**src/rtl/serial_complementer.sv**
```systemverilog
// -----------------------------------------------------------------------------
// serial_complementer
//   Accepts a WIDTH-bit word over a valid/ready handshake and walks it LSB
//   first, one bit per clock, producing either the ones' complement
//   (in_mode=0) or the two's complement (in_mode=1). The result is returned
//   over a second valid/ready handshake and stays registered until the next
//   completion or reset.
//
//   Optional build macro: OVERFLOW_DETECT_EN
//     Adds a registered 'overflow' output that flags negation of the most
//     negative value (1 followed by WIDTH-1 zeros) in two's-complement mode.
// -----------------------------------------------------------------------------
module serial_complementer #(
  parameter int WIDTH = 8
) (
  input  logic             clk,
  input  logic             rst,
  input  logic             in_valid,
  output logic             in_ready,
  input  logic [WIDTH-1:0] in_data,
  input  logic             in_mode,
  output logic             out_valid,
  input  logic             out_ready,
  output logic [WIDTH-1:0] out_data,
  output logic             busy
`ifdef OVERFLOW_DETECT_EN
  ,
  output logic             overflow
`endif
);

  localparam int              CNT_W    = $clog2(WIDTH);
  localparam logic [CNT_W-1:0] CNT_LAST = CNT_W'(WIDTH - 1);

  typedef enum logic [1:0] {
    IDLE  = 2'd0,
    SHIFT = 2'd1,
    DONE  = 2'd2
  } state_e;

  state_e             state_q,    state_d;
  logic [WIDTH-1:0]   sreg_q,     sreg_d;
  logic [WIDTH-1:0]   rreg_q,     rreg_d;
  logic [CNT_W-1:0]   cnt_q,      cnt_d;
  logic               mode_q,     mode_d;
  logic               seen_one_q, seen_one_d;
  logic [WIDTH-1:0]   out_data_q, out_data_d;
`ifdef OVERFLOW_DETECT_EN
  logic               overflow_q, overflow_d;
`endif

  // Current serial bit and its complemented value. In two's-complement mode
  // bits are copied up to and including the first 1, then inverted above it.
  logic             cur_bit;
  logic             out_bit;
  logic [WIDTH-1:0] rreg_shifted;

  assign cur_bit      = sreg_q[0];
  assign out_bit      = (mode_q && !seen_one_q) ? cur_bit : ~cur_bit;
  assign rreg_shifted = {out_bit, rreg_q[WIDTH-1:1]};

  // Handshake and status outputs are pure decodes of the registered state.
  assign in_ready  = (state_q == IDLE);
  assign out_valid = (state_q == DONE);
  assign busy      = (state_q != IDLE);
  assign out_data  = out_data_q;
`ifdef OVERFLOW_DETECT_EN
  assign overflow  = overflow_q;
`endif

  // Next-state and datapath update logic.
  always_comb begin
    // NOTE: every _d is first given its hold value so no path through the
    // case statement leaves a signal unassigned, which would infer a latch.
    state_d    = state_q;
    sreg_d     = sreg_q;
    rreg_d     = rreg_q;
    cnt_d      = cnt_q;
    mode_d     = mode_q;
    seen_one_d = seen_one_q;
    out_data_d = out_data_q;
`ifdef OVERFLOW_DETECT_EN
    overflow_d = overflow_q;
`endif

    unique case (state_q)
      IDLE: begin
        if (in_valid) begin
          sreg_d     = in_data;
          mode_d     = in_mode;
          cnt_d      = '0;
          seen_one_d = 1'b0;
          state_d    = SHIFT;
        end
      end

      SHIFT: begin
        seen_one_d = seen_one_q | cur_bit;
        sreg_d     = {1'b0, sreg_q[WIDTH-1:1]};
        rreg_d     = rreg_shifted;
        cnt_d      = cnt_q + 1'b1;
        if (cnt_q == CNT_LAST) begin
          out_data_d = rreg_shifted;
`ifdef OVERFLOW_DETECT_EN
          // Last bit is the MSB: overflow iff it is 1 and no lower bit was.
          overflow_d = mode_q & ~seen_one_q & cur_bit;
`endif
          state_d    = DONE;
        end
      end

      DONE: begin
        if (out_ready) begin
          state_d = IDLE;
        end
      end

      default: state_d = IDLE;
    endcase
  end

  // State register with synchronous, highest-priority reset.
  always_ff @(posedge clk) begin
    // NOTE: sequential state uses non-blocking assignments so every register
    // samples pre-edge values, independent of statement order.
    if (rst) begin
      state_q    <= IDLE;
      sreg_q     <= '0;
      rreg_q     <= '0;
      cnt_q      <= '0;
      mode_q     <= 1'b0;
      seen_one_q <= 1'b0;
      out_data_q <= '0;
`ifdef OVERFLOW_DETECT_EN
      overflow_q <= 1'b0;
`endif
    end else begin
      state_q    <= state_d;
      sreg_q     <= sreg_d;
      rreg_q     <= rreg_d;
      cnt_q      <= cnt_d;
      mode_q     <= mode_d;
      seen_one_q <= seen_one_d;
      out_data_q <= out_data_d;
`ifdef OVERFLOW_DETECT_EN
      overflow_q <= overflow_d;
`endif
    end
  end

endmodule
```
**config.mk**
```make
export PLATFORM = sky130hd
export DESIGN_NAME = serial_complementer
export DESIGN_NICKNAME = d
export VERILOG_FILES = /design/src/rtl/serial_complementer.sv
export SDC_FILE = /design/constraint.sdc
export NUM_CORES = 1
export LEC_CHECK = 0
export CORE_MARGIN = 4
export CORE_UTILIZATION = 45
export CTS_BUF_LIST = sky130_fd_sc_hd__clkbuf_16
export CTS_CLUSTER_DIAMETER = 60
export DETAILED_ROUTE_END_ITERATION = 8
export HOLD_SLACK_MARGIN = 0.06
export PLACE_DENSITY_LB_ADDON = 0.1
export SYNTH_ARGS = -nofsm -noshare
export SYNTH_HDL_FRONTEND = slang
export SYNTH_SLANG_ARGS = --single-unit
```
**constraint.sdc**
```tcl
create_clock -name clk -period 1.5 [get_ports clk]
set_clock_uncertainty 0.15 [all_clocks]
set_input_delay 0.15 -clock clk [delete_from_list [all_inputs] [get_ports clk]]
set_output_delay 0.15 -clock clk [all_outputs]
set_load 0.01 [all_outputs]
```
==> impl_metrics.py, run 1 <==
metrics = {
    "outcome": {
        "outcome": "finished, final reports clean",
    },
    "global_route": {
        "grt_overflow": 0,
        "grt_max_degree": 33,
        "grt.total_usage_pct": 17.82,
        "grt_pass1_wl_um": 4740,
        "grt_pass1_vias": 1094,
        "antenna_found_initial": 0,
    },
    "synth": {
        "avgSynthCellArea_um2": 8.758,
        "synth-edff-count": 0,
        "yosysSeqAreaShare_pct": 48.63,
        "yosys_warnings": 0,
        "synth_top_area_share_pct": 48.63,
        "syn-num-nets": 156,
        "synthCells": 141,
        "ys_ff_latch": 30,
        "yosys.area.top_type": "dfxtp_1",
        "synthTopCellsByCount": "dfxtp_1 (30), a21oi_1 (21), nand2_1 (21)",
        "ys.flop_type": "dfxtp_1",
        "async_reset_ff_share_pct": 0,
        "synth.most_common_cell": "dfxtp_1",
        "yosys-top-cells-area": "dfxtp_1 (49%), a21oi_1 (8.5%), nand2_1 (6.4%), nor2_1 (3.3%), nand3_1 (3.2%)",
        "synth.distinct_cells": 29,
        "synth_area_mm2": 0.001235,
    },
    "layout": {
        "nFillCells": 225,
        "nNetsFinal": 188,
        "layoutNonFillerInstCount": 203,
        "areaGrowthSynthToFinish_pct": 36.17,
        "antenna_cells": 0,
        "drive_gt1_share_pct": 13.29,
    },
    "clock_network": {
        "root_buffer": "clkbuf_16",
        "h-tree-depth": 2,
        "cts_max_path_buffers": 2,
        "clk_pin_slew_ns": 0.05,
        "hold_buffers": 0,
        "cts_setup_buffers": 0,
        "cts_sinks": 30,
        "cts_made_buffers": 5,
        "tritoncts": "done",
        "insertion_delay_ns": 0.27,
    },
    "sta": {
        "worst-slew-pin-transition_ns": 0.4703,
        "post-route-period-util_pct": 95.33,
        "setup_tns_ns": 0,
        "finalMaxSlewViolations": 0,
        "period_needed_ns": 1.430,
        "setup_violations": 0,
        "fmax_ghz": 0.6994,
        "slew_headroom_pct": 68.58,
        "hold_viol": 0,
    },
    "setup_path": {
        "endpoint": "sreg_q[1]",
        "crit_type": "register to register",
        "path_depth": 3,
        "max_stage_delay_ns": 0.44,
        "slowest_stage": "or3b_4",
        "crit_chain": "buf_4, or3b_4, o221a_1",
        "cp-startpoint": "state_q[0]",
        "cp_max_fo": 7,
        "r2r-start": "state_q[0]",
        "critPathCaptureType": "register",
        "reg2reg_slack_ns": 0.07,
        "r2r-end": "sreg_q[1]",
        "rr_worst_depth": 3,
        "crit_required_ns": 1.51,
        "path_delay_family": "simple AND/OR/NAND/NOR gates",
        "cp_num_buf_inv": 1,
        "start_kind": "register",
        "cp.arrival_ns": 1.44,
    },
    "route": {
        "num_vias": 1080,
        "wl_um": 2751,
        "m1WireLength_um": 1203,
        "wl_met2_um": 1308,
        "top_layer": "met4",
        "drtIter0Drc": 46,
        "drc": 0,
        "met3_length_um": 180,
        "ant_nets": 0,
        "first_pass_iters": 4,
        "wl_per_cell_um": 13.55,
        "vias_per_cell": 5.320,
    },
    "placement": {
        "port_buffers": 23,
        "routabilityCongestion": 0.7716,
        "post-place-cells": 196,
        "dp_hpwl_um": 1908,
    },
    "floorplan": {
        "initial_utilization_pct": 48.53,
        "die_h_um": 60.39,
        "io_pins": 24,
        "row_count": 18,
        "core_mm2": 0.002545,
        "fp.dieW_um": 60.39,
        "die_area_mm2": 0.003646,
    },
    "power_and_ir_drop": {
        "peakVddDrop_v": 0.001068,
        "power_density_mw_per_mm2": 1152,
        "finalPower_mw": 1.936,
        "total_leakage_power_nw": 0.6447,
    },
    "min_path": {
        "hp-class": "register to register",
    },
    "run": {
        "drv_cap": 0,
    },
}
-- metal layers --
metal | vias to the layer above | track usage, %
met5 | - | 0
met4 | 0 | 10.76
met3 | 6 | 6.596
met2 | 34 | 27.31
met1 | 493 | 21.23
li1 | 547 | -
-- through the flow --
| stage | area, um2 | utilization (%) | hold WS (ns) | worst slack, ns |
|---|---|---|---|---|
| floorplan | 1235 | - | 0.06886 | 0.03186 |
| global placement | 1541 | 60.57 | 0.2928 | -0.1062 |
| detailed placement | 1541 | 60.57 | 0.2971 | -0.1436 |
| CTS | 1673 | 65.73 | 0.3019 | 0.02702 |
| global route | 1682 | 66.08 | 0.3309 | -0.004639 |
| finish | 1682 | 66.08 | 0.3012 | 0.07012 |
-- worst min path at each step --
stage,startpoint,to,cells past startpoint
after floorplan,rst,sreg_q[2],1
after global placement,out_data[0],out_data[0],2
after detailed placement,out_data[3],out_data[3],2
after CTS,out_data[3],out_data[3],2
after global routing,sreg_q[4],sreg_q[4],2
final,out_data[3],out_data[3],2
-- area by class of cell --
class	count	area [um2]	share of cell area, %
Sequential cell	30	600.6	35.71
Clock buffer	5	125.1	7.440
Timing Repair Buffer	35	332.8	19.79
Tap cell	30	37.54	2.232
Inverter	6	22.52	1.339
Clock inverter	2	7.507	0.4464
Multi-Input combinational cell	95	555.5	33.04
-- cell families (layout without fill, tap and decap cells) --
kind of cell	Yosys count	in the layout	share of synthesized area, %
multiplexers	1	1	0.8106
buffers and inverters	16	48	6.990
AO/OA/AOI/OAI	37	37	20.16
AND/OR/NAND/NOR	54	54	20.67
XOR/XNOR	1	1	0.7093
adder cells (fa/ha/maj)	2	2	2.026
flip-flops	30	30	48.63
-- power breakdown --
part | switching, mW | total [mW] | internal, mW
Sequential | 0.0182 | 0.849 | 0.831
Combinational | 0.0923 | 0.192 | 0.0994
Clock | 0.307 | 0.895 | 0.589
-- worst reg2reg max path, stage by stage (launching register included) --
cell and delay, ns:
dfxtp_1 0.32, buf_4 0.16, or3b_4 0.45, o221a_1 0.24
-- what timing repair did --
action | in CTS | in global routing
setup endpoints to repair | 6 | 7
resized for setup | 4 | 6
gates cloned | 0 | 0
-- registers in the layout (all words and copies together) (netlist names) --
name / cells
cnt_q: 3
mode_q: 1
out_data: 8
rreg_q: 7
seen_one_q: 1
sreg_q: 8
state_q: 2
-- placed cells by master (no fill, tap or decap), types with 2 or more instances in the layout --
master           instances
dlygate4sd2_1            2
nand2b_1                 2
nand2_1                 21
dfxtp_1                 30
nand3_1                  8
o21ai_0                  2
nor2_1                  11
nand3b_1                 3
ha_1                     2
clkbuf_16                5
o31ai_1                  2
clkdlybuf4s50_1         20
buf_6                    2
buf_4                    9
o221a_1                  3
a21oi_1                 21
nor2b_1                  3
inv_1                    8
a2111oi_1                2
a22oi_1                  2
Power figures use the tool's default switching activity.
==> inputs of run 2 (changes only) <==
Settings changed: CTS_CLUSTER_DIAMETER 60 to 30, PLACE_DENSITY_LB_ADDON 0.1 to 0.08.
==> run 2 against run 1 <==
Effect of this change: worst setup slack got worse by 0.0019 ns; sequential power barely moved; total power up 1.1%; critical endpoint unchanged; sequential share of layout area down 0.26 points; cell count increased by 0.49%; clock power grew 2.3%; routed wire length fell by 0.55%; largest power group unchanged; largest cell class unchanged; critical path depth is the same.
==> impl_metrics.py, run 2 (synthesized netlist as in run 1, its figures left out) <==
metrics = {
    "outcome": {
        "outcome": "finished, final reports clean",
    },
    "power_and_ir_drop": {
        "total_leakage_power_nw": 0.6678,
        "intPower_mw": 1.527,
        "p_clk_share_pct": 46.8,
        "p_seq_share_pct": 43.3,
        "power_density_mw_per_mm2": 1156,
        "finalPower_mw": 1.958,
        "power.switching_mw": 0.4312,
        "swShare_pct": 22.02,
        "comb_power_share_pct": 9.9,
        "peakVddDrop_v": 0.001113,
    },
    "placement": {
        "place_ws_ns": -0.1522,
        "dpl_cell_area_mm2": 0.001549,
        "port_buffers": 23,
        "routabilityCongestion": 0.8370,
        "dp_hpwl_um": 1866,
    },
    "sta": {
        "layout_setup_ws_ns": 0.06823,
        "rsz0062_at_grt": "yes",
        "post-route-period-util_pct": 95.45,
        "setup_violations": 0,
        "slew_headroom_pct": 77.73,
        "hold_viol": 0,
        "fmax_ghz": 0.6984,
        "worst-slew-pin-transition_ns": 0.3332,
        "finalMaxSlewViolations": 0,
        "period_needed_ns": 1.432,
    },
    "route": {
        "first_pass_iters": 4,
        "wl_um": 2736,
        "num_vias": 1074,
        "vias_per_cell": 5.265,
        "ant_nets": 0,
        "drtIter0Drc": 36,
        "drc": 0,
        "wl_per_cell_um": 13.41,
    },
    "clock_network": {
        "cts_max_path_buffers": 2,
        "insertion_delay_ns": 0.27,
        "cts_made_buffers": 5,
        "cts_setup_buffers": 0,
        "cts_sinks": 30,
        "h-tree-depth": 2,
        "root_buffer": "clkbuf_16",
        "tritoncts": "done",
        "clk_pin_slew_ns": 0.05,
    },
    "setup_path": {
        "critPathCaptureType": "register",
        "crit_type": "register to register",
        "start_kind": "register",
        "cp_max_fo": 7,
        "rr_worst_depth": 3,
        "cp.arrival_ns": 1.44,
        "crit_required_ns": 1.51,
    },
    "layout": {
        "areaGrowthSynthToFinish_pct": 37.18,
        "final_cell_mix": "dfxtp_1 (30), a21oi_1 (21), nand2_1 (21)",
        "drive_gt1_share_pct": 15.52,
        "nFillCells": 217,
        "antenna_cells": 0,
        "mostFrequentLayoutCell": "dfxtp_1",
        "nNetsFinal": 189,
        "final_area_mm2": 0.001694,
    },
    "global_route": {
        "antenna_found_initial": 0,
        "grt_overflow": 0,
        "grt_max_degree": 33,
        "grt_pass1_vias": 1074,
        "grt_pass1_wl_um": 4636,
        "grt.total_usage_pct": 17.72,
    },
    "floorplan": {
        "row_count": 18,
        "io_pins": 24,
        "die_area_mm2": 0.003646,
        "fp.dieW_um": 60.39,
        "core_mm2": 0.002545,
        "initial_utilization_pct": 48.53,
        "die_h_um": 60.39,
    },
    "min_path": {
        "hp-class": "primary input to register",
        "worstHoldPathCells": 3,
    },
    "run": {
        "drv_cap": 0,
    },
}
run 2: final timing paths:
check / start / to / slack [ns]
setup / recovery: state_q[0] / sreg_q[1] / 0.07
hold / removal: in_mode / mode_q / 0.30
setup reg to reg: state_q[0] / sreg_q[1] / 0.07
hold reg to reg: out_data[1] / out_data[1] / 0.30
run 2: metal layers:
layer | global-route usage, % | vias to the layer above | part of all wire [%]
li1 | - | 552 | -
met1 | 20.26 | 497 | 44
met2 | 29.01 | 19 | 50
met3 | 7.234 | 6 | 4.2
met4 | 7.911 | 0 | 1.9
met5 | 0 | - | 0
run 2: critical path, cell delays in order, from the launching register on:
cell and delay (ns):
dfxtp_1 0.32, buf_4 0.16, or3b_4 0.45, o221a_1 0.24
run 2: cell type report:
cell class	instances	area, um2	share of cell area, %
inverter	6	22.52	1.329
multi-input combinational	95	559.3	33.01
timing repair buffer	36	339.1	20.01
tap	30	37.54	2.216
clock buffer	5	125.1	7.386
sequential	30	600.6	35.45
clock inverter	2	10.01	0.5908
run 2: power by group through the flow:
stage	clock, mW	sequential (mW)	combinational [mW]
floorplan	0	0.858	0.110
global placement	0	0.863	0.185
detailed placement	0	0.863	0.191
CTS	0.928	0.848	0.194
global route	0.974	0.850	0.213
finish	0.916	0.848	0.194
run 2: what timing repair did:
action | in CTS | in global routing
setup endpoints to repair | 5 | 8
hold buffers | 0 | 0
resized for setup | 5 | 6
run 2: per-stage QoR:
step | cells | util (%) | hold WS, ns | TNS (ns)
final | 204 | 66.57 | 0.2959 | 0
after floorplan | 141 | - | 0.06886 | 0
after global placement | 197 | 60.87 | 0.2912 | -0.6356
after CTS | 204 | 66.22 | 0.2977 | 0
after detailed placement | 197 | 60.87 | 0.2969 | -1.024
after global routing | 204 | 66.57 | 0.3074 | -0.003805
